`src/rtl/red_pitaya_trigger_hub.sv`:
```
// Multi-channel level/slope trigger: per-channel Schmitt slope detectors feed an
// IDLE/ARMED/HOLDOFF trigger FSM with a bus-mapped config, timestamp and trigger count.
module red_pitaya_trigger_hub #(
   parameter int unsigned CHANNELS  = 2,
   parameter int unsigned DATA_W    = 14,
   parameter int unsigned HOLDOFF_W = 32
) (
   input  logic                       clk_i,
   input  logic                       rstn_i,
   input  logic [CHANNELS*DATA_W-1:0] dat_i,
   output logic                       trig_o,
   output logic [CHANNELS-1:0]        trig_src_o,
   output logic                       armed_o,
   input  logic [15:0]                addr,
   input  logic                       wen,
   input  logic                       ren,
   input  logic [31:0]                wdata,
   output logic                       ack,
   output logic [31:0]                rdata
);

   localparam int unsigned SRC_W = 2 * CHANNELS;
   localparam logic signed [DATA_W:0] SAT_MAX = {2'b00, {(DATA_W-1){1'b1}}};
   localparam logic signed [DATA_W:0] SAT_MIN = {2'b11, {(DATA_W-1){1'b0}}};

   typedef enum logic [1:0] {
      ST_IDLE    = 2'd0,
      ST_ARMED   = 2'd1,
      ST_HOLDOFF = 2'd2
   } state_t;

   state_t                   state_q, state_nx;
   logic                     trig_nx;
   logic                     auto_q;
   logic [SRC_W-1:0]         en_q;
   logic [HOLDOFF_W-1:0]     holdoff_q, hcnt_q;
   logic signed [DATA_W-1:0] thresh_q [CHANNELS];
   logic signed [DATA_W-1:0] hyst_q   [CHANNELS];
   logic signed [DATA_W-1:0] thr_r    [CHANNELS];
   logic signed [DATA_W-1:0] thp_r    [CHANNELS];
   logic signed [DATA_W-1:0] thm_r    [CHANNELS];
   logic signed [DATA_W-1:0] dat_r    [CHANNELS];
   logic signed [DATA_W:0]   sum_p_c  [CHANNELS];
   logic signed [DATA_W:0]   sum_m_c  [CHANNELS];
   logic [CHANNELS-1:0]      pos_q, neg_q, pos_prev, neg_prev, pos_edge_q, neg_edge_q;
   logic [CHANNELS-1:0]      ev_mask_c;
   logic                     event_c, rearm_c, disarm_c;
   logic [63:0]              cnt_q, ts_q;
   logic [31:0]              tcnt_q, rd_c;

   function automatic logic signed [DATA_W-1:0] sat(input logic signed [DATA_W:0] v);
      if (v > SAT_MAX)      return SAT_MAX[DATA_W-1:0];
      else if (v < SAT_MIN) return SAT_MIN[DATA_W-1:0];
      else                  return v[DATA_W-1:0];
   endfunction

   assign rearm_c  = wen && (addr == 16'h100) && wdata[0];
   assign disarm_c = wen && (addr == 16'h100) && wdata[1];

   // Configuration registers
   always_ff @(posedge clk_i or negedge rstn_i) begin
      if (!rstn_i) begin
         auto_q    <= 1'b0;
         en_q      <= '0;
         holdoff_q <= '0;
         for (int k = 0; k < CHANNELS; k++) begin
            thresh_q[k] <= '0;
            hyst_q[k]   <= DATA_W'(20);
         end
      end else if (wen) begin
         case (addr)
            16'h104: auto_q    <= wdata[0];
            16'h108: en_q      <= wdata[SRC_W-1:0];
            16'h10C: holdoff_q <= wdata[HOLDOFF_W-1:0];
            default: ;
         endcase
         for (int k = 0; k < CHANNELS; k++) begin
            if (addr == 16'(16'h118 + 8*k)) thresh_q[k] <= wdata[DATA_W-1:0];
            if (addr == 16'(16'h11C + 8*k)) hyst_q[k]   <= wdata[DATA_W-1:0];
         end
      end
   end

   // Widened threshold +/- hysteresis so saturation replaces wraparound
   always_comb begin
      for (int k = 0; k < CHANNELS; k++) begin
         sum_p_c[k] = $signed({thresh_q[k][DATA_W-1], thresh_q[k]}) + $signed({hyst_q[k][DATA_W-1], hyst_q[k]});
         sum_m_c[k] = $signed({thresh_q[k][DATA_W-1], thresh_q[k]}) - $signed({hyst_q[k][DATA_W-1], hyst_q[k]});
      end
   end

   // Sample capture, Schmitt states and rising-edge pulses
   always_ff @(posedge clk_i or negedge rstn_i) begin
      if (!rstn_i) begin
         for (int k = 0; k < CHANNELS; k++) begin
            thr_r[k] <= '0;
            thp_r[k] <= '0;
            thm_r[k] <= '0;
            dat_r[k] <= '0;
         end
         pos_q      <= '0;
         neg_q      <= '0;
         pos_prev   <= '0;
         neg_prev   <= '0;
         pos_edge_q <= '0;
         neg_edge_q <= '0;
      end else begin
         for (int k = 0; k < CHANNELS; k++) begin
            thr_r[k] <= thresh_q[k];
            thp_r[k] <= sat(sum_p_c[k]);
            thm_r[k] <= sat(sum_m_c[k]);
            dat_r[k] <= dat_i[k*DATA_W +: DATA_W];
            if (dat_r[k] >= thr_r[k])     pos_q[k] <= 1'b1;
            else if (dat_r[k] < thm_r[k]) pos_q[k] <= 1'b0;
            if (dat_r[k] <= thr_r[k])     neg_q[k] <= 1'b1;
            else if (dat_r[k] > thp_r[k]) neg_q[k] <= 1'b0;
         end
         pos_prev   <= pos_q;
         neg_prev   <= neg_q;
         pos_edge_q <= pos_q & ~pos_prev;
         neg_edge_q <= neg_q & ~neg_prev;
      end
   end

   always_comb begin
      ev_mask_c = '0;
      for (int k = 0; k < CHANNELS; k++)
         ev_mask_c[k] = (pos_edge_q[k] & en_q[2*k]) | (neg_edge_q[k] & en_q[2*k+1]);
   end
   assign event_c = |ev_mask_c;

   always_ff @(posedge clk_i or negedge rstn_i) begin
      if (!rstn_i) state_q <= ST_IDLE;
      else         state_q <= state_nx;
   end

   // Next state; disarm overrides everything else
   always_comb begin
      state_nx = state_q;
      trig_nx  = 1'b0;
      if (disarm_c) begin
         state_nx = ST_IDLE;
      end else begin
         case (state_q)
            ST_IDLE:    if (rearm_c || auto_q) state_nx = ST_ARMED;
            ST_ARMED:   if (event_c) begin
                           state_nx = ST_HOLDOFF;
                           trig_nx  = 1'b1;
                        end
            ST_HOLDOFF: if (hcnt_q == '0) state_nx = auto_q ? ST_ARMED : ST_IDLE;
            default:    state_nx = ST_IDLE;
         endcase
      end
   end

   // Trigger outputs, holdoff counter, timestamp and count
   always_ff @(posedge clk_i or negedge rstn_i) begin
      if (!rstn_i) begin
         trig_o     <= 1'b0;
         trig_src_o <= '0;
         armed_o    <= 1'b0;
         hcnt_q     <= '0;
         cnt_q      <= '0;
         ts_q       <= '0;
         tcnt_q     <= '0;
      end else begin
         trig_o  <= trig_nx;
         armed_o <= (state_nx == ST_ARMED);
         cnt_q   <= cnt_q + 64'd1;
         if (trig_nx) begin
            hcnt_q     <= holdoff_q;
            trig_src_o <= ev_mask_c;
            ts_q       <= cnt_q;
            tcnt_q     <= tcnt_q + 32'd1;
         end else if ((state_q == ST_HOLDOFF) && (hcnt_q != '0)) begin
            hcnt_q <= hcnt_q - HOLDOFF_W'(1);
         end
      end
   end

   always_comb begin
      rd_c = '0;
      case (addr)
         16'h100: rd_c = 32'(state_q);
         16'h104: rd_c = 32'(auto_q);
         16'h108: rd_c = 32'(en_q);
         16'h10C: rd_c = 32'(holdoff_q);
         16'h15C: rd_c = ts_q[31:0];
         16'h160: rd_c = ts_q[63:32];
         16'h164: rd_c = tcnt_q;
         16'h168: rd_c = 32'(trig_src_o);
         16'h220: rd_c = 32'(CHANNELS);
         16'h224: rd_c = 32'(DATA_W);
         default: ;
      endcase
      for (int k = 0; k < CHANNELS; k++) begin
         if (addr == 16'(16'h118 + 8*k)) rd_c = 32'(thresh_q[k]);
         if (addr == 16'(16'h11C + 8*k)) rd_c = 32'(hyst_q[k]);
      end
   end

   always_ff @(posedge clk_i or negedge rstn_i) begin
      if (!rstn_i) begin
         ack   <= 1'b0;
         rdata <= '0;
      end else begin
         ack   <= wen | ren;
         rdata <= ren ? rd_c : 32'd0;
      end
   end

endmodule
```
`config.mk`:
```
export PLATFORM = sky130hd
export DESIGN_NAME = red_pitaya_trigger_hub
export DESIGN_NICKNAME = d
export VERILOG_FILES = /design/src/rtl/red_pitaya_trigger_hub.sv
export SDC_FILE = /design/constraint.sdc
export NUM_CORES = 1
export LEC_CHECK = 0
export BUFFER_PORTS_ARGS = -buffer_cell sky130_fd_sc_hd__buf_4
export CAP_MARGIN = 20
export CORE_ASPECT_RATIO = 1.75
export CORE_UTILIZATION = 59
export CTS_CLUSTER_SIZE = 8
export DETAILED_ROUTE_END_ITERATION = 8
export HOLD_SLACK_MARGIN = 0.02
export PLACE_DENSITY = 0.86
export RECOVER_POWER = 25
export SYNTH_ARGS = -nofsm -noshare
export SYNTH_HDL_FRONTEND = slang
export SYNTH_SLANG_ARGS = --single-unit
```
`constraint.sdc`:
```
create_clock -name clk_i -period 3.8 [get_ports clk_i]
set_clock_uncertainty 0.15 [all_clocks]
set_input_delay 0.19 -clock clk_i [delete_from_list [all_inputs] [get_ports clk_i]]
set_output_delay 0.19 -clock clk_i [all_outputs]
set_load 0.02 [all_outputs]
```
# ---- After elaboration in Yosys (flattened, before gate mapping)
# Index checks and enable logic that the tools add are counted.
dict set report word_totals {
  reg_bits 448
  elab_cells 138
}
dict set report classes {
  addsub 7
  order_cmp 16
  eq_ne 17
  muxes 33
  bitwise 11
  n_reduce_logical 21
}
# operator count
set op_table {}
lappend op_table {{$pmux W32 S10} 1}
lappend op_table {{$mux W32} 7}
lappend op_table {{$eq A16 B9 Y1 const B} 12}
lappend op_table {{$mux W14} 8}
lappend op_table {{$add A64 B1 Y64 const B} 1}
lappend op_table {{$gt A15 B14 Y1 const B} 4}
lappend op_table {{$lt A15 B14 Y1 const B} 4}
lappend op_table {{$add A32 B1 Y32 const B} 1}
lappend op_table {{$eq A16 B10 Y1 const B} 2}
lappend op_table {{$logic_not A32 Y1} 1}
lappend op_table {{$reduce_bool A32 Y1} 1}
lappend op_table {{$sub A32 B1 Y32 const B} 1}
lappend op_table {{$add A14 B14 Y15} 2}
lappend op_table {{$sub A14 B14 Y15} 2}
lappend op_table {{$ge A14 B14 Y1} 2}
lappend op_table {{$gt A14 B14 Y1} 2}
lappend op_table {{$le A14 B14 Y1} 2}
lappend op_table {{$lt A14 B14 Y1} 2}
lappend op_table {{$reduce_and A2 Y1} 7}
lappend op_table {{$mux W1} 12}
lappend op_table {{$reduce_bool A2 Y1} 5}
lappend op_table {{$mux W2} 4}
lappend op_table {{$pmux W2 S3} 1}
lappend op_table {{$and A1 B1 Y1} 4}
lappend op_table {{9 further kinds} 17}

# ---- Depth between registers and ports, before layout
# Gate-level depths: netlist of the first run.
dict set report logic_depth {
  depth_word 8
  ltp_mapped 12
  mapped_depth_nobuf 11
}

# ---- Worst setup path after synthesis of the first run
# OpenSTA, ideal clock, no wires.
dict set report synth_path {
  kind {register to register}
  start {register hyst_q[16] (netlist bit)}
  end {register thm_r[20] (netlist bit)}
  t_arrival_ps 2659
  setup_slack_ps 860
  stages_incl_launch_ff 13
  path_buffers 2
  period_less_slack_ps 2940
  cell_sequence {dfstp_2 inv_1 ha_1 buf_2 nor2b_1 o31a_1 o21ai_0 a21oi_1 a211o_1 nand2_1 a31oi_1 buf_2 maj3_1}
}
dict set report synth_via {
  elab_chain_len 4
  elab_cells_between_ends 5
}
# item line_no
set synth_lines {}
lappend synth_lines {{start: declaration} 38} ;# logic signed [DATA_W-1:0] hyst_q [CHANNELS];
lappend synth_lines {{start signal: indexed assignment} 79} ;# if (addr == 16'(16'h11C + 8*k)) hyst_q[k] <= wdata[DATA_W-1:0];
lappend synth_lines {{$sub A14 B14 Y15 *} 88} ;# sum_m_c[k] = $signed({thresh_q[k][DATA_W-1], thresh_q[k]}) - $signed({hyst_q[k][DATA_W-1], hyst_q[k]});
lappend synth_lines {{$lt A15 B14 Y1} 53} ;# else if (v < SAT_MIN) return SAT_MIN[DATA_W-1:0];
lappend synth_lines {{$mux W14} 53}
lappend synth_lines {{$mux W14 *} 52} ;# if (v > SAT_MAX) return SAT_MAX[DATA_W-1:0];
lappend synth_lines {{end signal: indexed assignment} 111} ;# thm_r[k] <= sat(sum_m_c[k]);
lappend synth_lines {{end: declaration} 41} ;# logic signed [DATA_W-1:0] thm_r [CHANNELS];
# Mark *: on every way between the ends. The rest lies on a longest branch, timed or not.
# A chain may end at the register's enable or synchronous reset.

# ---- Worst setup path in the final report of the first run
dict set report layout_path {
  start {register hyst_q[1] (netlist bit)}
  end {register thp_r[2] (netlist bit)}
}
dict set report layout_via {
  elab_chain_len 4
  elab_cells_between_ends 5
}
# item line_no
set layout_lines {}
lappend layout_lines {{$add A14 B14 Y15 *} 87} ;# sum_p_c[k] = $signed({thresh_q[k][DATA_W-1], thresh_q[k]}) + $signed({hyst_q[k][DATA_W-1], hyst_q[k]});
lappend layout_lines {{$lt A15 B14 Y1} 53}
lappend layout_lines {{$mux W14} 53}
lappend layout_lines {{$mux W14 *} 52}
lappend layout_lines {{end signal: indexed assignment} 110} ;# thp_r[k] <= sat(sum_p_c[k]);
lappend layout_lines {{end: declaration} 40} ;# logic signed [DATA_W-1:0] thp_r [CHANNELS];
# Marked as above.

==> summary.md, run 1 <==
| Metric | Value |
|---|---|
| Top cell type's share of synthesized area | 0.4806 |
| Crit start category | flip-flop |
| Cell count after synthesis | 2268 |
| Number of synthesized flops with an enable pin | 0 |
| Setup TNS | 0 ns |
| Reg2reg start | hyst_q[1] |
| Die width | 151.6 µm |
| CTS tree | yes |
| Setup crit end kind | flip-flop |
| Area growth syn-to-layout | 16.60% |
| Critical path cell sequence | inv_1 -> fa_1 -> nor2_1 -> o221ai_1 -> a211o_1 -> a211oi_1 -> nor2_1 -> a2111oi_0 -> a31oi_1 -> buf_4 -> a21oi_1 |
| Largest net degree at the start of global routing | 94 |
| Drt first pass iters | 9 |
| CP Class | reg2reg |
| WHS Path Cells | 5 |
| DR DRC count | 0 |
| Worst Max-Slew Pin Slew | 2.671 ns |
| Total grt overflow | 0 |
| Top cells by area, synth | dfrtp_1, ha_1, nand2_1 |
| Commonest cells post-synth | dfrtp_1, nand2_1, inv_1 |
| Setup repair after global routing missed its margin | no |
| Mapped cell area | 23120 µm² |
| DR vias | 18380 |
| Wire per inst | 23.57 µm |
| Vias in the first global route | 19520 |
| Worst hold endpoint | state_q[0] |
| Critical Path Most Common Cell | nor2_1 |
| Initial antenna violation count | 2 |
| Slew Limit Headroom | -0.7804 |
| Total Wirelength | 70.19 mm |
| Hold Fails Final Rpt | 0 |
| Hold Crit Start | addr[0] |
| CP max FO | 12 |
| Synth Register Bits | 448 |
| RR Endpoint | thp_r[2] |
| Initial DRC count | 1393 |
| First-pass GRT wire length | 109.0 mm |
| RePlAce Congestion | 1.000 |
| Worst EP arrival | 3.73 ns |
| Routed Antenna Nets | 0 |
| Crit-path slowest cell | dfrtp_1 |
| Syn Area/Cell | 10.19 µm² |
| Post-CTS Resized | 0 |
| Max-slew violations | 90 |
| Async SR Flop Fraction | 1.000 |
| Peak VDD IR | 0.0003548 V |
| Yosys warning count | 0 |
| Num CTS Buffers | 61 |
| Synth Flop Type | dfrtp_1 |
| Crit path max-delay family | compound AO/OA/AOI/OAI gates |
| Share of post-route cells with drive strength above 1 | 0.1420 |
| LEAKAGE | 12.78 nW |
| Count leader, synth | dfrtp_1 |
| # rows | 95 |
| NumNets Final | 2695 |
| Initial Util | 0.6002 |
| Diodes inserted | 0 |
| Worst path depth | 11 |
| Final Cycle Share | 0.8859 |
| H-tree depth | 2 |
| # port buffers | 116 |
| Failing checks | capacitance limit, slew limit |
| R2R cell count | 11 |
| Status | finished with violations |
| Worst min-delay path category | in2reg |
| # Max-Cap Violations | 1 |
| Boundary pin count | 117 |
| Core ar. | 38510 µm² |
| CP peak stage delay | 0.56 ns |
| Syn nets | 2493 |
| Power density over cell area | 383.6 nW/µm² |
| Die ar. | 40010 µm² |
| CTS root buffer | clkbuf_16 |
| # clock sinks | 448 |
| Die height | 263.8 µm |
| Cell variety after synth | 86 |
| Vias per Instance | 6.173 |
| Max Freq | 297.0 MHz |
| Clock tree buffer depth | 3 |
| Final setup viols | 0 |
| Worst-path clk slew | 0.05 ns |
| Register area share after synthesis | 0.4852 |
| Final min period | 3.367 ns |
| Skew-Pair Late Insertion Delay | 0.63 ns |
| Aggregate global-route resource usage | 0.3638 |
| R2r setup slk | 0.43 ns |
| Buf+Inv Stages, Crit Path | 2 |
| Largest area contributor in the netlist | dfrtp_1 |
| Critical Path RT | 4.16 ns |
| Final Hold Slack | 0.05532 ns |
| Detailed-placement wirelength estimate | 50.79 mm |
[power breakdown]
part | internal, W | switching (W)
logic | 0.000210 | 0.000289
registers | 0.00484 | 0.0000692
clock network | 0.00289 | 0.00204
total | 0.00794 | 0.00240
[cell usage in the layout, fill, tap and decap left out, types with 61 or more instances in the layout]
cell type      instances
dfrtp_1              444
nand2_1              312
inv_1                163
ha_1                 141
a21oi_1              133
buf_4                125
nor2_1               117
xnor2_1              104
mux2_2                83
o21ai_0               82
dlygate4sd3_1         65
clkbuf_16             61
[layout make-up]
class | count | area (µm²)
multi-input combinational | 1569 | 10910
clock inverter | 3 | 62.56
sequential | 448 | 11220
clock buffer | 83 | 1609
timing repair buffer | 226 | 1932
tap | 485 | 606.8
fill | 2726 | 11560
inverter | 164 | 616.8
[worst register-to-register path: stages, from the launching register on]
cell	delay (ns)
dfrtp_1	0.56
inv_1	0.15
fa_1	0.45
nor2_1	0.18
o221ai_1	0.24
a211o_1	0.37
a211oi_1	0.26
nor2_1	0.09
a2111oi_0	0.33
a31oi_1	0.11
buf_4	0.22
a21oi_1	0.16
[flip-flops by register name (all words and copies together), names as in the netlist, 2 cells and up]
signal	count
thm_r	28
dat_r	28
hyst_q	28
tcnt_q	32
pos_prev	2
trig_src_o	2
thr_r	28
hcnt_q	32
en_q	4
holdoff_q	32
neg_prev	2
pos_q	2
state_q	2
pos_edge_q	2
rdata	32
ts_q	64
thp_r	28
thresh_q	28
cnt_q	64
neg_edge_q	2
neg_q	2
[repair_timing]
action                    in CTS  in global routing
hold endpoints to repair     211                  0
buffers inserted               0                  0
hold buffers                  65                  0
[stage by stage]
step | total power (W) | util | worst slack [ns] | cell area, µm² | cells
finish | 0.01034 | 0.6999 | 0.4335 | 26950 | 2978
global route | 0.01064 | 0.6999 | 0.1179 | 26950 | 2978
CTS | 0.01037 | 0.7005 | 0.4889 | 26980 | 2978
detailed placement | 0.005424 | 0.6402 | 0.4081 | 24650 | 2827
global placement | 0.005403 | 0.6402 | 0.4329 | 24650 | 2827
floorplan | 0.005132 | - | 0.8602 | 23120 | 2268
[worst max path at each step]
stage | from | end | slack (ns)
after global routing | rstn_i | tcnt_q[7] | 0.12
after detailed placement | addr[11] | rdata[1] | 0.41
after CTS | hyst_q[1] | thp_r[2] | 0.49
after floorplan | hyst_q[16] | thm_r[20] | 0.86
final | hyst_q[1] | thp_r[2] | 0.43
after global placement | addr[11] | rdata[1] | 0.43
[logic make-up after synthesis]
family | Yosys count | synth area share
xor+xnor | 145 | 0.05494
buf+inv | 251 | 0.04363
simple gates | 719 | 0.1518
fa+ha+maj | 184 | 0.09667
compound gates | 424 | 0.1191
flops | 448 | 0.4852
mux | 97 | 0.04866
[per-layer routing]
layer / part of all wire / global-route usage / up-vias / wire (µm)
li1: - / - / 8279 / -
met1: 0.33 / 0.3747 / 9010 / 23400
met2: 0.52 / 0.6368 / 782 / 36260
met3: 0.051 / 0.05682 / 313 / 3561
met4: 0.099 / 0.2984 / 0 / 6972
met5: 0 / 0 / - / 0
No activity file was read; power rests on OpenSTA's default activity.
==> inputs of run 2 (changes only) <==
CORE_ASPECT_RATIO = 1.4   (was 1.75)
==> run 2 against run 1 <==
The run still ends with capacitance limit, slew limit left. Flip-flop and latch count is the same. Final cell count rose by 1.3%. Clock power rose by 7.7%. Maximum frequency increased by 2.8%. Hold slack improved by 0.0039 ns. Clock-buffer cell count is 1 higher. Largest cell class unchanged. Largest power group unchanged.
==> summary.md, run 2 (synthesized netlist as in run 1, its figures left out) <==
| Metric | Value |
|---|---|
| # port buffers | 116 |
| Setup crit start | hyst_q[2] |
| Share of post-route cells with drive strength above 1 | 0.1419 |
| DR vias | 18430 |
| Sw power | 0.002472 W |
| Final Hold Slack | 0.05918 ns |
| Largest net degree at the start of global routing | 118 |
| Worst min-delay path category | in2reg |
| Top Layer Used | met4 |
| RR Endpoint | thp_r[5] |
| Crit start category | flip-flop |
| Status | finished with violations |
| Highest-count cells in the layout ignoring fill and taps | dfrtp_1, nand2_1, inv_1 |
| Crit-path slowest cell | dfstp_2 |
| Total Wirelength | 66.45 mm |
| Top Registers | cnt_q x64, ts_q x64 |
| Clock Power Share | 0.496 |
| Max-slew violations | 45 |
| DR DRC count | 0 |
| # rows | 85 |
| CP max FO | 12 |
| Initial Util | 0.6004 |
| # Max-Cap Violations | 1 |
| Critical Path RT | 4.09 ns |
| H-tree depth | 3 |
| Final Cycle Share | 0.8622 |
| Most common cell after layout, fill and taps aside | dfrtp_1 |
| Initial DRC count | 1481 |
| Area growth syn-to-layout | 17.24% |
| CP Class | reg2reg |
| Final min period | 3.276 ns |
| Pre-CTS setup slack | 0.5529 ns |
| NumNets Final | 2698 |
| CTS tree | yes |
| Die height | 236.2 µm |
| Seq. cell area | 11220 µm² |
| Slew Limit Headroom | -0.2635 |
| Core ar. | 38500 µm² |
| CTS root buffer | clkbuf_16 |
| Reg power frac | 0.459 |
| Skew-Pair Late Insertion Delay | 0.59 ns |
| R2R cell count | 10 |
| Detailed-placement wirelength estimate | 47.11 mm |
| Die width | 169.3 µm |
| Hold Fails Final Rpt | 0 |
| Peak VDD IR | 0.0003951 V |
| Die ar. | 39990 µm² |
| Placed inst area | 24650 µm² |
| Worst EP arrival | 3.57 ns |
| Failing checks | capacitance limit, slew limit |
| Final Cell Area | 27100 µm² |
| Met2 Wirelength | 33.96 mm |
| Setup TNS | 0 ns |
| Buf+Inv Stages, Crit Path | 1 |
| Boundary pin count | 117 |
| Drt first pass iters | 6 |
| Routed Antenna Nets | 0 |
| Critical path cell sequence | inv_1 -> ha_1 -> nor2_1 -> o221ai_1 -> a211o_1 -> a211oi_1 -> or2_2 -> o31ai_1 -> and2_1 -> a21oi_1 |
| Met1 wire length | 23.32 mm |
| Sw Share | 0.2307 |
| RePlAce Congestion | 0.9510 |
| LEAKAGE | 12.84 nW |
| Crit path max-delay family | compound AO/OA/AOI/OAI gates |
| # clock sinks | 448 |
| Critical Path Sink | thp_r[5] |
| Worst-path clk slew | 0.05 ns |
| # fillers | 2705 |
| Setup repair after global routing missed its margin | no |
| Power density over cell area | 395.3 nW/µm² |
| Final setup viols | 0 |
| Met3 Routed Length | 3.901 mm |
| Vias per Instance | 6.107 |
| Vias in the first global route | 19440 |
| Reg2reg start | hyst_q[2] |
| Total grt overflow | 0 |
| Clock tree buffer depth | 3 |
| Setup crit end kind | flip-flop |
| Worst Max-Slew Pin Slew | 1.895 ns |
| R2r setup slk | 0.52 ns |
| Initial antenna violation count | 0 |
| Aggregate global-route resource usage | 0.3396 |
| Diodes inserted | 0 |
| Internal power component | 0.008240 W |
| Worst path depth | 10 |
| Max Freq | 305.2 MHz |
| Combinational Power Share | 0.046 |
| Wire per inst | 22.02 µm |
| Total chip power | 0.01071 W |
| Multi-input gate area | 10910 µm² |
| Final worst setup slack | 0.5236 ns |
| CP peak stage delay | 0.55 ns |
| Num CTS Buffers | 66 |
| First-pass GRT wire length | 104.4 mm |
==> run 2: cell count changes in the layout (fill, tap and decap cells not counted), sizes merged <==
cell and delta:
buf -7, dlymetal6s4s +1, clkbuf +4, inv +5
clkinv -2, dlygate4sd3 +1
==> run 2: power groups by stage <==
stage               logic, W  clock network, W  registers, W
floorplan           0.000174                 0       0.00496
global placement    0.000410                 0       0.00498
detailed placement  0.000433                 0       0.00498
CTS                 0.000491           0.00534       0.00491
global route        0.000544           0.00557       0.00491
finish              0.000490           0.00531       0.00491
==> run 2: cell type report <==
| cell class | instances | area share |
|---|---|---|
| clock buffers | 84 | 0.06422 |
| inverters | 164 | 0.02276 |
| flip-flops and latches | 448 | 0.4138 |
| repair buffers | 224 | 0.06976 |
| well taps | 522 | 0.02410 |
| multi-input cells | 1569 | 0.4026 |
| clock inverters | 6 | 0.002770 |
==> run 2: worst min-delay path, stage by stage <==
cell     delay, ns
buf_4         0.14
nand2_1       0.10
nor2_1        0.10
a21oi_1       0.16
nor4_1        0.06
==> run 2: how the worst min path moves through the flow <==
stage              start         to  slack [ns]  cells after the start
2_1_floorplan     rstn_i        ack       -0.26                      0
3_3_place_gp    dat_i[8]  dat_r[22]        0.15                      1
3_5_place_dp   dat_i[11]  dat_r[25]        0.15                      1
4_1_cts          addr[5]   rdata[2]        0.04                      5
5_1_grt          addr[5]   rdata[2]        0.07                      5
6_report         addr[5]   rdata[2]        0.06                      5
==> run 2: timing repair <==
action / in CTS / in global routing
hold endpoints to repair: 232 / 0
buffers inserted: 0 / 0
hold buffers: 66 / 0
gates resized for setup: 0 / 0
==> run 2: through the flow <==
stage / std cells / util
after floorplan: 2268 / -
after global placement: 2861 / 0.6403
after detailed placement: 2861 / 0.6403
after CTS: 3017 / 0.7046
after global routing: 3017 / 0.7040
final: 3017 / 0.7040
==> run 2: metal layers <==
metal,vias up,track usage
met5,-,0
met4,0,0.2585
met3,305,0.05906
met2,843,0.5950
met1,8994,0.3615
li1,8284,-
==> inputs of run 3 (changes only) <==
MAX_ROUTING_LAYER = met4   (was unset)
PLACE_DENSITY = 0.84   (was 0.86)
==> run 3 against run 2 <==
The run still ends with capacitance limit, slew limit left. Maximum frequency barely moved. Flip-flop and latch count did not move. Design area fell by 0.66%. Worst setup slack improved by 0.00079 ns. Non-clock buffer count did not move. Clock-buffer cell count fell by 3. Via count fell by 1.5%. Final cell count fell by 0.20%. Global-route usage rose by 0.99 points. First-iteration DRC count fell by 9.5%. Critical path depth fell by 2. Largest cell class unchanged.
==> summary.md, run 3 (synthesized netlist as in run 1, its figures left out) <==
| Metric | Value |
|---|---|
| Status | finished with violations |
| Failing checks | capacitance limit, slew limit |
| LEAKAGE | 12.74 nW |
| Setup repair after global routing missed its margin | no |
| DR DRC count | 0 |
| Postcts setup bufs | 0 |
| DR vias | 18140 |
| Total Wirelength | 66.40 mm |
| Crit start category | flip-flop |
| Critical Path RT | 4.20 ns |
| Detailed-placement wirelength estimate | 47.98 mm |
| Final min period | 3.276 ns |
| # Max-Cap Violations | 1 |
| Non-Filler Instances | 3011 |
| Final Cycle Share | 0.8620 |
| H-tree depth | 2 |
| Skew-Pair Late Insertion Delay | 0.62 ns |
| Slew Limit Headroom | -0.8544 |
| Total grt overflow | 0 |
| Area growth syn-to-layout | 16.47% |
| Boundary pin count | 117 |
| Setup crit end kind | flip-flop |
| CP peak stage delay | 0.76 ns |
| Worst Max-Slew Pin Slew | 2.782 ns |
| Vias per Instance | 6.026 |
| Initial DRC count | 1340 |
| Initial Util | 0.6004 |
| Initial antenna violation count | 0 |
| CTS root buffer | clkbuf_16 |
| Highest-count cells in the layout ignoring fill and taps | dfrtp_1, nand2_1, inv_1 |
| Vias in the first global route | 18970 |
| Largest net degree at the start of global routing | 99 |
| Top Registers | cnt_q x64, ts_q x64 |
| Share of post-route cells with drive strength above 1 | 0.1394 |
| NumNets Final | 2693 |
| Peak VDD IR | 0.0003740 V |
| Setup TNS | 0 ns |
| Die ar. | 39990 µm² |
| Wire per inst | 22.05 µm |
| Worst min-delay path category | in2reg |
| Final setup viols | 0 |
| Routed Antenna Nets | 0 |
| Worst-path clk slew | 0.05 ns |
| RePlAce Congestion | 0.9842 |
| CP max FO | 13 |
| Diodes inserted | 0 |
| Num CTS Buffers | 61 |
| Power density over cell area | 381.9 nW/µm² |
| Die height | 236.2 µm |
| Drt first pass iters | 6 |
| # rows | 85 |
| # clock sinks | 448 |
| Aggregate global-route resource usage | 0.3495 |
| Core ar. | 38500 µm² |
| Die width | 169.3 µm |
| First-pass GRT wire length | 104.2 mm |
| Post-CTS Resized | 0 |
| Placed inst area | 24620 µm² |
| Max-slew violations | 96 |
| Final core occ | 0.6993 |
| Max Freq | 305.3 MHz |
| Worst EP arrival | 3.67 ns |
| Crit-path slowest cell | xor2_1 |
| # fillers | 2842 |
| Final Cell Area | 26920 µm² |
| Hold Fails Final Rpt | 0 |
| # port buffers | 116 |
| Placed cells | 2860 |
| Most common cell after layout, fill and taps aside | dfrtp_1 |
| Clock tree buffer depth | 3 |
| Critical path cell sequence | inv_1 -> ha_1 -> nand3_1 -> o22ai_1 -> o311ai_0 -> o21ai_0 -> xor2_1 -> maj3_1 |
| CTS tree | yes |
| CP Class | reg2reg |
==> run 3: changes by cell type in the layout (fill, tap and decap cells not counted), sizes merged <==
cell and change:
buf -2, clkbuf -1, dlygate4sd3 +1, dlymetal6s4s -1
inv -3
==> run 3: metrics by stage <==
step	hold slack, ns	setup WS (ns)	total power, W
finish	0.06056	0.5244	0.01028
global route	0.08882	0.2393	0.01059
CTS	0.05230	0.5462	0.01032
detailed placement	0.09991	0.5107	0.005414
global placement	0.1002	0.5585	0.005396
floorplan	-0.2556	0.8602	0.005132
==> run 3: cell type report <==
type	count	area, µm²	area share
clock buffer	81	1602	0.05949
clock inverter	3	58.81	0.002184
inverter	164	616.8	0.02291
multi-input combinational	1569	10910	0.4053
sequential	448	11220	0.4166
tap	522	653.1	0.02426
timing repair buffer	224	1866	0.06929
==> run 3: report_power, final <==
| group | total, W | switching [W] | leakage [nW] | internal (W) |
|---|---|---|---|---|
| Sequential | 0.00491 | 0.0000689 | 6.00 | 0.00484 |
| Combinational | 0.000485 | 0.000279 | 5.94 | 0.000207 |
| Clock | 0.00488 | 0.00200 | 0.801 | 0.00288 |
| Total | 0.0103 | 0.00235 | 12.7 | 0.00793 |
==> run 3: what timing repair did <==
action / CTS / global route
hold endpoints to repair: 217 / 0
hold buffers: 67 / 0
setup endpoints to repair: 0 / 0
==> run 3: worst paths after layout <==
| path | from | to | slack (ns) | depth (start not counted) |
|---|---|---|---|---|
| max in group asynchronous | rstn_i | tcnt_q[17] | 0.87 | 3 |
| hold reg to reg | neg_q[1] | neg_prev[1] | 0.24 | 0 |
| setup reg to reg | hyst_q[16] | thm_r[14] | 0.52 | 8 |
| min in group asynchronous | rstn_i | dat_r[26] | 0.77 | 2 |
| hold / removal | addr[0] | state_q[0] | 0.06 | 5 |
| setup / recovery | hyst_q[16] | thm_r[14] | 0.52 | 8 |
==> run 3: routing by layer <==
metal	routed length [µm]	global-route usage	part of all wire
met1	24240	0.3793	0.37
met2	33860	0.5993	0.51
met3	3427	0.04564	0.052
met4	4873	0.2250	0.073
met5	0	-	0
==> run 3: critical path: cells and delay by family (launching register included) <==
family          cells  cell delay (ns)
simple gates        1             0.11
fa+ha+maj           2             0.76
xor+xnor            1             0.76
flops               1             0.55
compound gates      3             0.82
buf+inv             1             0.06
